<file path="src/rtl/quartic_pkg.sv">
// rtl/quartic_pkg.sv - shared types and constants for the quartic evaluator host
package quartic_pkg;

  typedef enum logic [1:0] {
    ST_IDLE = 2'd0,
    ST_RUN  = 2'd1,
    ST_OUT  = 2'd2
  } state_t;

  localparam logic [2:0] COEF_A = 3'd0;
  localparam logic [2:0] COEF_B = 3'd1;
  localparam logic [2:0] COEF_C = 3'd2;
  localparam logic [2:0] COEF_D = 3'd3;
  localparam logic [2:0] COEF_E = 3'd4;

  localparam logic [63:0] FP64_ZERO = 64'h0000_0000_0000_0000;

  localparam int DONE_W = 16;

endpackage

</file>
<file path="src/rtl/quartic_xfifo.sv">
// rtl/quartic_xfifo.sv - synchronous 64-bit x operand FIFO with full/empty flags
module quartic_xfifo #(
  parameter int DEPTH = 8
) (
  input  logic        clk,
  input  logic        rst,
  input  logic        push,
  input  logic [63:0] wdata,
  input  logic        pop,
  output logic [63:0] rdata,
  output logic        full,
  output logic        empty
);

  localparam int AW = $clog2(DEPTH);
  localparam logic [AW:0] FULL_CNT = (AW + 1)'(DEPTH);

  logic [63:0]   mem [DEPTH];
  logic [AW-1:0] wr_ptr;
  logic [AW-1:0] rd_ptr;
  logic [AW:0]   count;
  logic          do_push;
  logic          do_pop;

  assign full    = (count == FULL_CNT);
  assign empty   = (count == '0);
  assign do_push = push && !full;
  assign do_pop  = pop && !empty;
  assign rdata   = mem[rd_ptr];

  // Storage array; contents need no reset because empty guards every read.
  always_ff @(posedge clk) begin
    if (do_push) begin
      mem[wr_ptr] <= wdata;
    end
  end

  // Pointers wrap naturally since DEPTH is a power of two; count tracks occupancy.
  always_ff @(posedge clk or posedge rst) begin
    if (rst) begin
      wr_ptr <= '0;
      rd_ptr <= '0;
      count  <= '0;
    end else begin
      if (do_push) begin
        wr_ptr <= wr_ptr + 1'b1;
      end
      if (do_pop) begin
        rd_ptr <= rd_ptr + 1'b1;
      end
      case ({do_push, do_pop})
        2'b10:   count <= count + 1'b1;
        2'b01:   count <= count - 1'b1;
        default: count <= count;
      endcase
    end
  end

endmodule

</file>
<file path="src/rtl/quartic_host.sv">
// rtl/quartic_host.sv - sequencer feeding one x at a time to the quartic evaluator
module quartic_host
  import quartic_pkg::*;
#(
  parameter int DEPTH   = 8,
  parameter int TIMEOUT = 255
) (
  input  logic              clk,
  input  logic              rst,
  input  logic              coef_we,
  input  logic [2:0]        coef_sel,
  input  logic [63:0]       coef_data,
  input  logic              x_valid,
  input  logic [63:0]       x_data,
  output logic              x_ready,
  output logic              r_valid,
  output logic [63:0]       r_data,
  output logic              r_timeout,
  input  logic              r_ready,
  output logic              ev_invalid,
  output logic [63:0]       ev_x,
  output logic [63:0]       ev_a,
  output logic [63:0]       ev_b,
  output logic [63:0]       ev_c,
  output logic [63:0]       ev_d,
  output logic [63:0]       ev_e,
  input  logic [63:0]       ev_res,
  input  logic              ev_outvalid,
  output logic              busy,
  output logic [DONE_W-1:0] done_cnt
);

  localparam int TW = (TIMEOUT < 2) ? 1 : $clog2(TIMEOUT + 1);
  localparam logic [TW-1:0] TMAX = TW'(TIMEOUT);

  state_t        state;
  state_t        state_nxt;
  logic          start;
  logic          fifo_full;
  logic          fifo_empty;
  logic [63:0]   fifo_rdata;
  logic [TW-1:0] tcnt;
  logic [63:0]   sh_a;
  logic [63:0]   sh_b;
  logic [63:0]   sh_c;
  logic [63:0]   sh_d;
  logic [63:0]   sh_e;

  assign x_ready = !fifo_full;

  quartic_xfifo #(
    .DEPTH(DEPTH)
  ) u_xfifo (
    .clk  (clk),
    .rst  (rst),
    .push (x_valid),
    .wdata(x_data),
    .pop  (start),
    .rdata(fifo_rdata),
    .full (fifo_full),
    .empty(fifo_empty)
  );

  // State register; reset lands in IDLE so ev_invalid rises at once.
  always_ff @(posedge clk or posedge rst) begin
    if (rst) begin
      state <= ST_IDLE;
    end else begin
      state <= state_nxt;
    end
  end

  // Next state and state-decoded outputs; ev_invalid is low only while running.
  always_comb begin
    state_nxt  = state;
    start      = 1'b0;
    ev_invalid = 1'b1;
    r_valid    = 1'b0;
    busy       = 1'b1;
    case (state)
      ST_IDLE: begin
        busy = 1'b0;
        if (!fifo_empty) begin
          start     = 1'b1;
          state_nxt = ST_RUN;
        end
      end
      ST_RUN: begin
        ev_invalid = 1'b0;
        if (ev_outvalid || (tcnt == TMAX)) begin
          state_nxt = ST_OUT;
        end
      end
      ST_OUT: begin
        r_valid = 1'b1;
        if (r_ready) begin
          state_nxt = ST_IDLE;
        end
      end
      default: begin
        state_nxt = ST_IDLE;
      end
    endcase
  end

  // Shadow coefficients accept writes in any state; unused selects are dropped.
  always_ff @(posedge clk or posedge rst) begin
    if (rst) begin
      sh_a <= FP64_ZERO;
      sh_b <= FP64_ZERO;
      sh_c <= FP64_ZERO;
      sh_d <= FP64_ZERO;
      sh_e <= FP64_ZERO;
    end else if (coef_we) begin
      case (coef_sel)
        COEF_A:  sh_a <= coef_data;
        COEF_B:  sh_b <= coef_data;
        COEF_C:  sh_c <= coef_data;
        COEF_D:  sh_d <= coef_data;
        COEF_E:  sh_e <= coef_data;
        default: ;
      endcase
    end
  end

  // Operand latch: evaluator inputs change only when an evaluation starts.
  always_ff @(posedge clk or posedge rst) begin
    if (rst) begin
      ev_x <= FP64_ZERO;
      ev_a <= FP64_ZERO;
      ev_b <= FP64_ZERO;
      ev_c <= FP64_ZERO;
      ev_d <= FP64_ZERO;
      ev_e <= FP64_ZERO;
    end else if (start) begin
      ev_x <= fifo_rdata;
      ev_a <= sh_a;
      ev_b <= sh_b;
      ev_c <= sh_c;
      ev_d <= sh_d;
      ev_e <= sh_e;
    end
  end

  // Timeout counter, result capture and completion count; outvalid beats timeout.
  always_ff @(posedge clk or posedge rst) begin
    if (rst) begin
      tcnt      <= '0;
      r_data    <= FP64_ZERO;
      r_timeout <= 1'b0;
      done_cnt  <= '0;
    end else begin
      if (start) begin
        tcnt <= '0;
      end else if (state == ST_RUN) begin
        if (ev_outvalid) begin
          r_data    <= ev_res;
          r_timeout <= 1'b0;
        end else if (tcnt == TMAX) begin
          r_data    <= FP64_ZERO;
          r_timeout <= 1'b1;
        end else begin
          tcnt <= tcnt + 1'b1;
        end
      end
      if ((state == ST_OUT) && r_ready) begin
        done_cnt <= done_cnt + 1'b1;
      end
    end
  end

endmodule
</file>
<file path="config.mk">
export PLATFORM = sky130hd
export DESIGN_NAME = quartic_host
export DESIGN_NICKNAME = d
export VERILOG_FILES = /design/src/rtl/quartic_pkg.sv /design/src/rtl/quartic_xfifo.sv /design/src/rtl/quartic_host.sv
export SDC_FILE = /design/constraint.sdc
export NUM_CORES = 2
export LEC_CHECK = 0
export CORE_MARGIN = 8
export CORE_UTILIZATION = 47
export DETAILED_ROUTE_END_ITERATION = 10
export PLACE_DENSITY = 0.83
export RECOVER_POWER = 50
export SETUP_SLACK_MARGIN = 0.02
export SYNTH_ARGS = -nofsm -noshare
export SYNTH_HDL_FRONTEND = slang
export SYNTH_HIERARCHICAL = 1
export SYNTH_SLANG_ARGS = --single-unit
</file>
<file path="constraint.sdc">
create_clock -name clk -period 26.9 [get_ports clk]
set_input_delay 6.725 -clock clk [delete_from_list [all_inputs] [get_ports clk]]
set_output_delay 6.725 -clock clk [all_outputs]
set_load 0.01 [all_outputs]
</file>
==> results.tsv <==
stage	metric	value	unit
min_path	hold_class	flip-flop to flip-flop	
placement	dp_hpwl	85140	um
drt	via_per_inst	5.404	
clocking	cts_tree	yes	
yosys	synth_edf_count	512	
yosys	synth-seq-cells	1317	
placement	placed_cell_area	0.05751	mm^2
critical_path	reg2reg_depth	6	
power_and_ir_drop	ir_drop	0.1170	mV
drt	antenna_left	0	
drt	vias	30030	
critical_path	cp.arrival	14.18	ns
floorplan	die_w	341.6	um
yosys	ys_warn_count	6	
floorplan	rows	119	
critical_path	crit_path_end	ev_e[10]	
sta	holdWs	0.4060	ns
clocking	cts_resized	0	
critical_path	crit_path_max_fanout	160	
drt	drc_errors	0	
floorplan	dieArea	0.1167	mm^2
yosys	async_reset_ff_share	61.12	%
global_routing	grt_max_degree	212	
sta	report.final.slew_viol_count	1222	
global_routing	grt_pass1_vias	30770	
sta	fmax	64.84	MHz
final_layout	final_util	58.75	%
sta	fin_setup_tns	0	ns
final_layout	drive_gt1_share	18.01	%
sta	max-slew-margin-rel	-534.3	%
clocking	clockBufferDepth	3	
drt	wire_per_inst	24.00	um
clocking	cts_buffers	133	
global_routing	overflow	0	
critical_path	critical_path_class	input pin to asynchronous set/reset pin	
final_layout	areaGrowthSynthToFinish	24.16	%
clocking	cts_sinks	1317	
final_layout	final_area	0.06185	mm^2
yosys	synth.distinct_cells	54	
floorplan	start_util	47.32	%
critical_path	r2r_start	u_xfifo/count[0]	
yosys	synth_cells	3366	
global_routing	antenna_found_initial	37	
flow_run	maxCapViolCount	17	
critical_path	r2r-end	ev_b[49]	
yosys	syn-cell-area	0.04981	mm^2
clocking	hold_buffers	0	
clocking	clk-insertion-delay-late	0.74	ns
yosys	synth_area_per_cell	14.80	um^2
yosys	dominantRegCellSynth	dfrtp_1	
outcome	status	finished with violations	
sta	rsz0062_at_grt	no	
sta	fin_crit	15.42	ns
sta	hold_viol	0	
clocking	clkTransAtPathRegs	0.06	ns
yosys	synthesis.nets	3575	
drt	dr.first_iter.drc_count	2746	
power_and_ir_drop	p_leak	25.67	nW
sta	finalSetupViolCount	0	
floorplan	core_area	0.1053	mm^2
floorplan	io_pins	670	
critical_path	crit_path_start_kind	input pin	
sta	tightest_slew	9.514	ns
yosys	ys_seq_area_share	71.31	%
placement	place.port_buffers	669	
placement	gp_congestion	0.8393	
global_routing	grt_usage	22.32	%
sta	fin_skew	0.05610	ns
drt	dr.pass1.iters	5	
power_and_ir_drop	p_per_area	120.9	mW/mm^2
critical_path	reg2reg_slack	14.52	ns
clocking	cts_setup_buffers	0	
drt	wl	133300	um
global_routing	grt_first_pass_wirelength	198600	um
critical_path	worst_setup_path_end_kind	asynchronous set/reset pin	
final_layout	nets	4244	
clocking	cts-root-buf	clkbuf_16	
critical_path	cp.required	25.66	ns
sta	finalCritPeriodShare	57.34	%
critical_path	crit_start	rst	
clocking	htree_num_levels	4	
outcome	violations	max-capacitance violations, max-slew violations	
floorplan	die_h	341.6	um
==> worst min-delay path by stage <==
stage	from	end	slack, ns	cells after the start
2_1_floorplan	sh_e[50]	ev_e[50]	0.43	2
3_3_place_gp	sh_b[28]	ev_b[28]	0.44	2
3_5_place_dp	sh_c[28]	ev_c[28]	0.45	2
4_1_cts	sh_e[58]	ev_e[58]	0.41	2
5_1_grt	sh_e[59]	ev_e[59]	0.45	2
6_report	sh_e[58]	ev_e[58]	0.41	2
==> stage by stage <==
step           worst slack, ns  power (mW)  cells
3_3_place_gp             16.72       5.482   5291
2_1_floorplan            9.264       4.405   3366
3_5_place_dp             16.71       5.570   5291
6_report                 11.48       7.474   5556
4_1_cts                  17.50       7.454   5534
5_1_grt                  9.592       7.836   5542
==> area by class of cell <==
class,count,area [um^2]
Fill cell,7605,43420
Timing Repair Buffer,703,6928
Clock inverter,57,661.9
Multi-Input combinational cell,1866,13090
Sequential cell,1317,35530
Antenna cell,22,55.05
Inverter,14,55.05
Tap cell,1391,1740
Clock buffer,186,3789
==> synth_stat cells, types with 2 or more instances <==
master	n	area, um^2
o211ai_1	3	22.52
mux2i_1	5	50.05
buf_2	65	325.3
xor2_1	4	35.03
nand2b_1	3	18.77
buf_6	44	495.5
buf_1	10	37.54
nand2_1	1170	4392
a21oi_1	4	20.02
edfxtp_1	512	15370
nor3_1	2	10.01
nor3b_1	4	30.03
mux2_1	9	101.4
mux4_2	128	2883
nor2_1	14	52.55
dfrtp_1	805	20140
mux2_2	378	4257
o21ai_0	2	10.01
and4_1	4	35.03
nand3_1	11	55.05
clkbuf_1	20	75.07
ha_1	7	87.58
o31ai_1	3	22.52
nor2b_1	2	12.51
buf_4	30	225.2
a22o_1	64	560.5
inv_1	13	48.80
xnor2_1	18	157.7
nand4_1	5	31.28
and2_1	3	18.77
==> cells in the final DEF (no fill, tap or decap), drive strengths merged, types with 2 or more instances in the layout <==
master	instances
mux4	128
o21ai	4
o31ai	3
mux2i	5
dlygate4sd3	69
clkinv	45
a21oi	4
nand2	1170
nand4	6
nand2b	3
mux2	387
or4b	2
clkinvlp	3
diode	22
clkdlybuf4s50	600
buf	21
clkbuf	199
xor2	4
o211ai	3
a22o	64
nor2b	2
bufinv	6
dfrtp	805
inv	17
ha	7
and4	4
and2	3
nand3	12
nor3	3
edfxtp	512
nor3b	5
xnor2	18
nor2	15
==> where the power goes <==
group	total (mW)	switching (mW)	internal [mW]
clock	1.84	0.787	1.06
sequential	3.06	0.386	2.67
combinational	2.57	1.32	1.25
total	7.47	2.49	4.98
==> critical path: stages <==
cell           delay, ns
dlygate4sd3_1       0.56
clkinvlp_2          0.92
clkbuf_1            5.78
==> metal layers <==
layer | vias up | routed length [um] | GRT usage (%)
li1 | 13080 | - | -
met4 | 22 | 5452 | 9.114
met1 | 15430 | 51190 | 27.89
met5 | - | 144 | 0
met3 | 268 | 11920 | 6.893
met2 | 1230 | 64640 | 36.30
==> sequential cells by signal, summed over array words and instances, names as in the netlist, 2 cells and up <==
name / count
tcnt: 8
sh_c: 64
sh_d: 64
ev_a: 64
u_xfifo/wr_ptr: 3
sh_a: 64
sh_e: 64
r_data: 64
u_xfifo/count: 4
state: 2
u_xfifo/mem: 512
ev_b: 64
sh_b: 64
done_cnt: 16
ev_c: 64
ev_x: 64
u_xfifo/rd_ptr: 3
ev_d: 64
ev_e: 64
==> cell families after synthesis <==
kind of cell,Yosys count,share of synthesized area [%]
buffers and inverters,183,2.431
adders and majority gates,8,0.2160
DFF,1317,71.31
and+or+nand+nor,1235,9.663
xor gates and xnor gates,22,0.3868
muxes,520,14.64
AOI/OAI and AO/OA,81,1.361
(Power assumes the default switching activity.)
